**config.mk**
```make
export PLATFORM = sky130hd
export DESIGN_NAME = stage_sequencer_flat
export DESIGN_NICKNAME = d
export VERILOG_FILES = /design/src/rtl/stage_if.sv /design/src/rtl/stage_sequencer.sv /design/src/flat_wrapper.sv
export SDC_FILE = /design/constraint.sdc
export NUM_CORES = 1
export LEC_CHECK = 0
export CELL_PAD_IN_SITES_DETAIL_PLACEMENT = 1
export CELL_PAD_IN_SITES_GLOBAL_PLACEMENT = 2
export CORE_ASPECT_RATIO = 1.1
export CORE_MARGIN = 2
export CORE_UTILIZATION = 27
export DETAILED_ROUTE_END_ITERATION = 16
export PLACE_DENSITY_LB_ADDON = 0.1
export SLEW_MARGIN = 15
export SYNTH_ARGS = -nofsm -noshare
export SYNTH_HDL_FRONTEND = slang
export SYNTH_SLANG_ARGS = --single-unit
```
**constraint.sdc**
```tcl
create_clock -name clk -period 11 [get_ports clk]
set_input_delay 2.2 -clock clk [delete_from_list [all_inputs] [get_ports clk]]
set_output_delay 2.2 -clock clk [all_outputs]
set_load 0.02 [all_outputs]
```
**src/rtl/stage_if.sv**
```systemverilog
// Stage/write bus between the stage sequencer and its environment: the decoder, register file, ALU and data memory.
// master: environment side. It drives instruction fields, regfile/ALU/memory data and mem_ready.
// slave : the sequencer. It drives stage code, regfile controls, operands, mem_req and status.
interface stage_if;
    localparam int unsigned DATA_W = 64;
    localparam int unsigned REG_W  = 5;
    localparam int unsigned OP_W   = 7;

    logic              start;
    logic [OP_W-1:0]   opcode;
    logic [REG_W-1:0]  rs1;
    logic [REG_W-1:0]  rs2;
    logic [REG_W-1:0]  rd;
    logic [DATA_W-1:0] rf_out;
    logic [DATA_W-1:0] alu_result;
    logic [DATA_W-1:0] mem_data;
    logic              mem_ready;

    logic [2:0]        sup;
    logic [REG_W-1:0]  rf_address;
    logic              rf_write;
    logic              rf_control;
    logic              rf_mem_to_reg;
    logic [DATA_W-1:0] rf_in;
    logic [DATA_W-1:0] rf_in_m;
    logic [DATA_W-1:0] op_a;
    logic [DATA_W-1:0] op_b;
    logic              mem_req;
    logic              busy;
    logic              done;
    logic              illegal;

    modport master (
        output start, opcode, rs1, rs2, rd, rf_out, alu_result, mem_data, mem_ready,
        input  sup, rf_address, rf_write, rf_control, rf_mem_to_reg, rf_in, rf_in_m,
               op_a, op_b, mem_req, busy, done, illegal
    );

    modport slave (
        input  start, opcode, rs1, rs2, rd, rf_out, alu_result, mem_data, mem_ready,
        output sup, rf_address, rf_write, rf_control, rf_mem_to_reg, rf_in, rf_in_m,
               op_a, op_b, mem_req, busy, done, illegal
    );
endinterface

```
**src/rtl/stage_sequencer.sv**
```systemverilog
// Multi-cycle instruction stage sequencer: READ rs1, READ rs2, EX, MEM, WB.
// It captures operands from the registered regfile read port and holds memory requests until completion.
// It drives a single writeback stage.
// Ports: clk, rst (async active-high), bus (stage_if.slave).
// Optional macro STAGE_TIMEOUT_EN: aborts a load/store after MEM_TIMEOUT MEM cycles without mem_ready.
// The abort returns to IDLE with an illegal pulse and no writeback.
module stage_sequencer #(
    parameter int unsigned MEM_TIMEOUT = 15
) (
    input  logic   clk,
    input  logic   rst,
    stage_if.slave bus
);
    localparam int unsigned DATA_W = 64;
    localparam int unsigned REG_W  = 5;
    localparam int unsigned OP_W   = 7;

    localparam logic [2:0] S_IDLE = 3'd0;
    localparam logic [2:0] S_RD1  = 3'd1;
    localparam logic [2:0] S_RD2  = 3'd2;
    localparam logic [2:0] S_EX   = 3'd3;
    localparam logic [2:0] S_MEM  = 3'd4;
    localparam logic [2:0] S_WB   = 3'd5;

    localparam logic [2:0] SUP_IDLE = 3'b000;
    localparam logic [2:0] SUP_READ = 3'b001;
    localparam logic [2:0] SUP_EX   = 3'b010;
    localparam logic [2:0] SUP_MEM  = 3'b011;
    localparam logic [2:0] SUP_WB   = 3'b100;

    localparam logic [OP_W-1:0] OP_R     = 7'b0110011;
    localparam logic [OP_W-1:0] OP_I     = 7'b0010011;
    localparam logic [OP_W-1:0] OP_LOAD  = 7'b0000011;
    localparam logic [OP_W-1:0] OP_STORE = 7'b0100011;

    if (MEM_TIMEOUT == 0) begin : g_bad_timeout
        $error("stage_sequencer: MEM_TIMEOUT must be at least 1");
    end

    logic [2:0]        state;
    logic [2:0]        state_n;
    logic [OP_W-1:0]   opcode_q;
    logic [REG_W-1:0]  rs2_q;
    logic [REG_W-1:0]  rd_q;

    logic [2:0]        sup_q,        sup_n;
    logic [REG_W-1:0]  rf_address_q, rf_address_n;
    logic              rf_write_q,   rf_write_n;
    logic              rf_control_q, rf_control_n;
    logic              m2r_q,        m2r_n;
    logic              mem_req_q,    mem_req_n;
    logic              busy_q,       busy_n;
    logic              done_q,       done_n;
    logic              illegal_q,    illegal_n;
    logic [DATA_W-1:0] op_a_q, op_b_q, rf_in_q, rf_in_m_q;

    logic start_legal_c;
    logic is_load_c;
    logic is_mem_c;
    logic is_alu_c;

    assign start_legal_c = bus.opcode inside {OP_R, OP_I, OP_LOAD, OP_STORE};
    assign is_load_c     = (opcode_q == OP_LOAD);
    assign is_mem_c      = is_load_c || (opcode_q == OP_STORE);
    assign is_alu_c      = (opcode_q == OP_R) || (opcode_q == OP_I);

`ifdef STAGE_TIMEOUT_EN
    localparam int unsigned TMO_W = $clog2(MEM_TIMEOUT + 1);
    logic [TMO_W-1:0] tmo_cnt;

    // Counts cycles spent in MEM; cleared whenever MEM is left.
    always_ff @(posedge clk or posedge rst) begin
        if (rst)                tmo_cnt <= '0;
        else if (state == S_MEM) tmo_cnt <= tmo_cnt + TMO_W'(1);
        else                    tmo_cnt <= '0;
    end
`endif

    // State register.
    always_ff @(posedge clk or posedge rst) begin
        if (rst) state <= S_IDLE;
        else     state <= state_n;
    end

    // Next state plus next values of the state-decoded outputs.
    always_comb begin
        state_n      = state;
        illegal_n    = 1'b0;
        sup_n        = SUP_IDLE;
        rf_address_n = '0;
        rf_write_n   = 1'b0;
        rf_control_n = 1'b0;
        m2r_n        = 1'b0;
        mem_req_n    = 1'b0;
        done_n       = 1'b0;

        case (state)
            S_IDLE: begin
                if (bus.start) begin
                    if (start_legal_c) state_n = S_RD1;
                    else               illegal_n = 1'b1;
                end
            end
            S_RD1: state_n = S_RD2;
            S_RD2: state_n = S_EX;
            S_EX:  state_n = S_MEM;
            S_MEM: begin
                if (!is_mem_c || bus.mem_ready) begin
                    state_n = S_WB;
                end
`ifdef STAGE_TIMEOUT_EN
                else if (tmo_cnt == TMO_W'(MEM_TIMEOUT - 1)) begin
                    state_n   = S_IDLE;
                    illegal_n = 1'b1;
                end
`endif
            end
            S_WB:    state_n = S_IDLE;
            default: state_n = S_IDLE;
        endcase

        busy_n = (state_n != S_IDLE);

        case (state_n)
            S_RD1: begin
                // RD1 is entered only from IDLE on accept, so rs1 comes straight off the bus.
                sup_n        = SUP_READ;
                rf_address_n = bus.rs1;
            end
            S_RD2: begin
                sup_n        = SUP_READ;
                rf_address_n = rs2_q;
            end
            S_EX:  sup_n = SUP_EX;
            S_MEM: begin
                sup_n     = SUP_MEM;
                mem_req_n = is_mem_c;
            end
            S_WB: begin
                sup_n        = SUP_WB;
                rf_address_n = rd_q;
                rf_write_n   = 1'b1;
                done_n       = 1'b1;
                rf_control_n = (is_alu_c || is_load_c) && (rd_q != '0);
                m2r_n        = is_load_c;
            end
            default: sup_n = SUP_IDLE;
        endcase
    end

    // Output flops, instruction latch and datapath captures.
    always_ff @(posedge clk or posedge rst) begin
        if (rst) begin
            sup_q        <= SUP_IDLE;
            rf_address_q <= '0;
            rf_write_q   <= 1'b0;
            rf_control_q <= 1'b0;
            m2r_q        <= 1'b0;
            mem_req_q    <= 1'b0;
            busy_q       <= 1'b0;
            done_q       <= 1'b0;
            illegal_q    <= 1'b0;
            opcode_q     <= '0;
            rs2_q        <= '0;
            rd_q         <= '0;
            op_a_q       <= '0;
            op_b_q       <= '0;
            rf_in_q      <= '0;
            rf_in_m_q    <= '0;
        end else begin
            sup_q        <= sup_n;
            rf_address_q <= rf_address_n;
            rf_write_q   <= rf_write_n;
            rf_control_q <= rf_control_n;
            m2r_q        <= m2r_n;
            mem_req_q    <= mem_req_n;
            busy_q       <= busy_n;
            done_q       <= done_n;
            illegal_q    <= illegal_n;

            if (state == S_IDLE && bus.start && start_legal_c) begin
                opcode_q <= bus.opcode;
                rs2_q    <= bus.rs2;
                rd_q     <= bus.rd;
            end
            // Regfile read data lags its address by one cycle.
            if (state == S_RD2) op_a_q <= bus.rf_out;
            if (state == S_EX)  op_b_q <= bus.rf_out;
            if (state == S_MEM && !is_mem_c) rf_in_q <= bus.alu_result;
            if (state == S_MEM && is_load_c && bus.mem_ready) rf_in_m_q <= bus.mem_data;
        end
    end

    assign bus.sup           = sup_q;
    assign bus.rf_address    = rf_address_q;
    assign bus.rf_write      = rf_write_q;
    assign bus.rf_control    = rf_control_q;
    assign bus.rf_mem_to_reg = m2r_q;
    assign bus.mem_req       = mem_req_q;
    assign bus.busy          = busy_q;
    assign bus.done          = done_q;
    assign bus.illegal       = illegal_q;
    assign bus.op_a          = op_a_q;
    assign bus.op_b          = op_b_q;
    assign bus.rf_in         = rf_in_q;
    assign bus.rf_in_m       = rf_in_m_q;
endmodule

```
**src/flat_wrapper.sv**
```systemverilog
// flat-port wrapper written by rule: the top's interface ports become plain ports
module stage_sequencer_flat 
#(
    parameter int unsigned MEM_TIMEOUT = 15
)
  (clk, rst, bus_start, bus_opcode, bus_rs1, bus_rs2, bus_rd, bus_rf_out, bus_alu_result, bus_mem_data, bus_mem_ready, bus_sup, bus_rf_address, bus_rf_write, bus_rf_control, bus_rf_mem_to_reg, bus_rf_in, bus_rf_in_m, bus_op_a, bus_op_b, bus_mem_req, bus_busy, bus_done, bus_illegal);
  stage_if bus_i ();
  input  logic clk;
  input  logic rst;
  input wire logic [$bits(bus_i.start)-1:0] bus_start;
  input wire logic [$bits(bus_i.opcode)-1:0] bus_opcode;
  input wire logic [$bits(bus_i.rs1)-1:0] bus_rs1;
  input wire logic [$bits(bus_i.rs2)-1:0] bus_rs2;
  input wire logic [$bits(bus_i.rd)-1:0] bus_rd;
  input wire logic [$bits(bus_i.rf_out)-1:0] bus_rf_out;
  input wire logic [$bits(bus_i.alu_result)-1:0] bus_alu_result;
  input wire logic [$bits(bus_i.mem_data)-1:0] bus_mem_data;
  input wire logic [$bits(bus_i.mem_ready)-1:0] bus_mem_ready;
  output wire logic [$bits(bus_i.sup)-1:0] bus_sup;
  output wire logic [$bits(bus_i.rf_address)-1:0] bus_rf_address;
  output wire logic [$bits(bus_i.rf_write)-1:0] bus_rf_write;
  output wire logic [$bits(bus_i.rf_control)-1:0] bus_rf_control;
  output wire logic [$bits(bus_i.rf_mem_to_reg)-1:0] bus_rf_mem_to_reg;
  output wire logic [$bits(bus_i.rf_in)-1:0] bus_rf_in;
  output wire logic [$bits(bus_i.rf_in_m)-1:0] bus_rf_in_m;
  output wire logic [$bits(bus_i.op_a)-1:0] bus_op_a;
  output wire logic [$bits(bus_i.op_b)-1:0] bus_op_b;
  output wire logic [$bits(bus_i.mem_req)-1:0] bus_mem_req;
  output wire logic [$bits(bus_i.busy)-1:0] bus_busy;
  output wire logic [$bits(bus_i.done)-1:0] bus_done;
  output wire logic [$bits(bus_i.illegal)-1:0] bus_illegal;
  assign bus_i.start = bus_start;
  assign bus_i.opcode = bus_opcode;
  assign bus_i.rs1 = bus_rs1;
  assign bus_i.rs2 = bus_rs2;
  assign bus_i.rd = bus_rd;
  assign bus_i.rf_out = bus_rf_out;
  assign bus_i.alu_result = bus_alu_result;
  assign bus_i.mem_data = bus_mem_data;
  assign bus_i.mem_ready = bus_mem_ready;
  assign bus_sup = bus_i.sup;
  assign bus_rf_address = bus_i.rf_address;
  assign bus_rf_write = bus_i.rf_write;
  assign bus_rf_control = bus_i.rf_control;
  assign bus_rf_mem_to_reg = bus_i.rf_mem_to_reg;
  assign bus_rf_in = bus_i.rf_in;
  assign bus_rf_in_m = bus_i.rf_in_m;
  assign bus_op_a = bus_i.op_a;
  assign bus_op_b = bus_i.op_b;
  assign bus_mem_req = bus_i.mem_req;
  assign bus_busy = bus_i.busy;
  assign bus_done = bus_i.done;
  assign bus_illegal = bus_i.illegal;
  stage_sequencer #(.MEM_TIMEOUT(MEM_TIMEOUT)) u_core (.clk(clk), .rst(rst), .bus(bus_i));
endmodule
```
==> results.tsv <==
metric	value	unit
vias	7410	
hold_depth	1	
vdd_drop_max	137	uV
p_leak	7.40	nW
synth_edf_count	0	
setup_tns	0	ns
yosysTopAreaCell	dfrtp_1	
min_from	u_core.opcode_q[1]	
fin_util	43.6	%
grt_max_degree	122	
ys.flop_type	dfrtp_1	
synth-seq-cells	290	
yosysUniqueCellTypes	35	
reg2reg_slack	8.48	ns
route.detailed.drc	0	
r2r_start	u_core.state[2]	
hold_buffers	0	
synthTopCellsByCount	290 x dfrtp_1, 260 x mux2_2, 21 x buf_2, 9 x clkbuf_1, 8 x and2_1	
avgSynthCellArea	16.7	sq um
path_cells	clkdlybuf4s50_1, inv_8, buf_4, buf_4	
timing.slew.headroom	37.7	%
netlist_top_cells_area	dfrtp_1 67%, mux2_2 27%, buf_2 0.97%, mux2_4 0.55%, a221o_1 0.46%	
grt_overflow	0	
hold_class	reg -> reg	
core_area	40000	sq um
grt_pass1_vias	8416	
cts_resized	0	
rsz0062_at_grt	false	
fin_crit	4.25	ns
cts_num_sinks	290	
hold_violations	0	
h-tree-depth	2	
internal_power	3.39	mW
setup_viol	0	
wl_per_cell	20.9	microns
synth.most_common_cell	dfrtp_1	
grtUsageTotal	17.1	%
critical_path_arrival	4.82	ns
antenna_found_initial	2	
p_switching	1.73	mW
pwr-share-seq	33.9	%
numCtsBuffers	35	
clock.fmax	0.236	GHz
cts.clk_slew.worst_paths	0.06	ns
wirelength	35200	microns
drive_gt1_share	27.9	%
area.growth.synth_to_final	60.4	%
start_util	27.2	%
seq_area_frac_synth	66.8	%
clock_latency	0.53	ns
power_density	294	nW/um^2
globalplace.congestion	0.751	
setup_ws	6.75	ns
cts_tree	done	
grt_pass1_wl	53900	microns
portBuffers	488	
holdWs	0.463	ns
yosys.area.top_type_share	66.8	%
synth_fp_nets	867	
critPathSlowestCell	buf_4	
tightest_slew	0.935	ns
ios	489	
power_frac_comb	43.9	%
required	11.58	ns
die_w	195	microns
cap_violations	0	
die_h	214	microns
finalInstanceArea	17400	sq um
drtIter0Drc	177	
skew	0.0110	ns
yosys_warnings	0	
final_nets	1367	
async_reset_ff_share	100	%
dpl-instance-area	16300	sq um
synth_area	10900	sq um
cp-end-kind	async pin	
drtAntennaViolNets	0	
criticalPathCategory	in -> async	
cts_buffer_depth	3	
placementRows	77	
pre_cts_ws	5.94	ns
syn_inst	649	
drtPass1Iterations	4	
fin_crit_sh	38.6	%
place_hpwl	25300	microns
cpPeakStageDelay	0.72	ns
r2r-end	u_core.bus.rf_in[38]	
status	finished, final reports clean	
cts_setup_buffers	0	
r2r_cells	4	
cts_root_buf	clkbuf_16	
switching_share	33.9	%
p_clk_share	22.2	%
cp-start-kind	input port	
maxSlewViolCount	0	
worst-path-max-fanout	121	
min_to	u_core.opcode_q[1]	
crit_top_cell	buf_4	
viasPerCell	4.40	
die-area	41900	sq um
cell type report:
cell class                 instances  area, sq um
fill                            4076        22600
multi-input combinational        322         3430
inverter                           3         18.8
tap                              513          642
clock buffer                      53         1050
clock inverter                     5         75.1
timing repair buffer             497         4960
antenna                            1         2.50
sequential                       290         7260
worst max path at each step:
stage	startpoint	to	slack, ns	cells after the start
floorplan	rst	u_core.bus.busy	0.79	1
global placement	rst	u_core.bus.op_a[11]	5.96	4
detailed placement	rst	u_core.bus.op_b[11]	5.94	4
CTS	rst	u_core.bus.op_b[53]	6.53	4
global route	rst	u_core.bus.op_a[53]	6.36	4
finish	rst	u_core.bus.op_a[45]	6.75	4
per-stage QoR:
| stage | power (mW) | instances |
|---|---|---|
| floorplan | 2.87 | 649 |
| global placement | 4.01 | 1624 |
| detailed placement | 4.03 | 1624 |
| CTS | 5.23 | 1682 |
| global route | 5.42 | 1684 |
| finish | 5.12 | 1684 |
critical path, delay by kind of cell:
family	cells	cell delay [ns]
buf+inv	4	2.53
power by group through the flow:
stage / registers (mW) / logic, mW / clock network [mW]
6_report: 1.74 / 2.25 / 1.14
5_1_grt: 1.80 / 2.38 / 1.23
4_1_cts: 1.74 / 2.29 / 1.19
3_5_place_dp: 1.75 / 2.28 / 0
3_3_place_gp: 1.73 / 2.28 / 0
2_1_floorplan: 2.23 / 0.636 / 0
cell usage in the layout, fill, tap and decap left out, drive strengths merged, types with 3 or more instances in the layout:
| cell type | count |
|---|---|
| and2 | 8 |
| nand2 | 4 |
| nand3b | 3 |
| nand2b | 4 |
| clkdlybuf4s50 | 488 |
| inv | 3 |
| nor2 | 5 |
| clkbuf | 53 |
| clkinv | 3 |
| a221o | 5 |
| mux2 | 268 |
| dfrtp | 290 |
| buf | 9 |
kinds of logic (layout without fill, tap and decap cells):
logic type                after synthesis  count (layout)  synth area share [%]
buffers and inverters                  37             558                  1.73
xor gates and xnor gates                2               2                 0.161
DFF                                   290             290                  66.8
AOI/OAI and AO/OA                      11              11                 0.898
other                                   0               1                     0
muxes                                 268             268                  27.9
and+or+nand+nor                        41              41                  2.50
metal layers:
layer	routed length [microns]	vias to the layer above	GRT usage, %
li1	-	3293	-
met1	13400	3759	19.0
met2	17300	310	28.8
met3	3670	46	7.79
met4	799	2	5.75
met5	13	-	0
No activity file was read; power rests on OpenSTA's default activity.
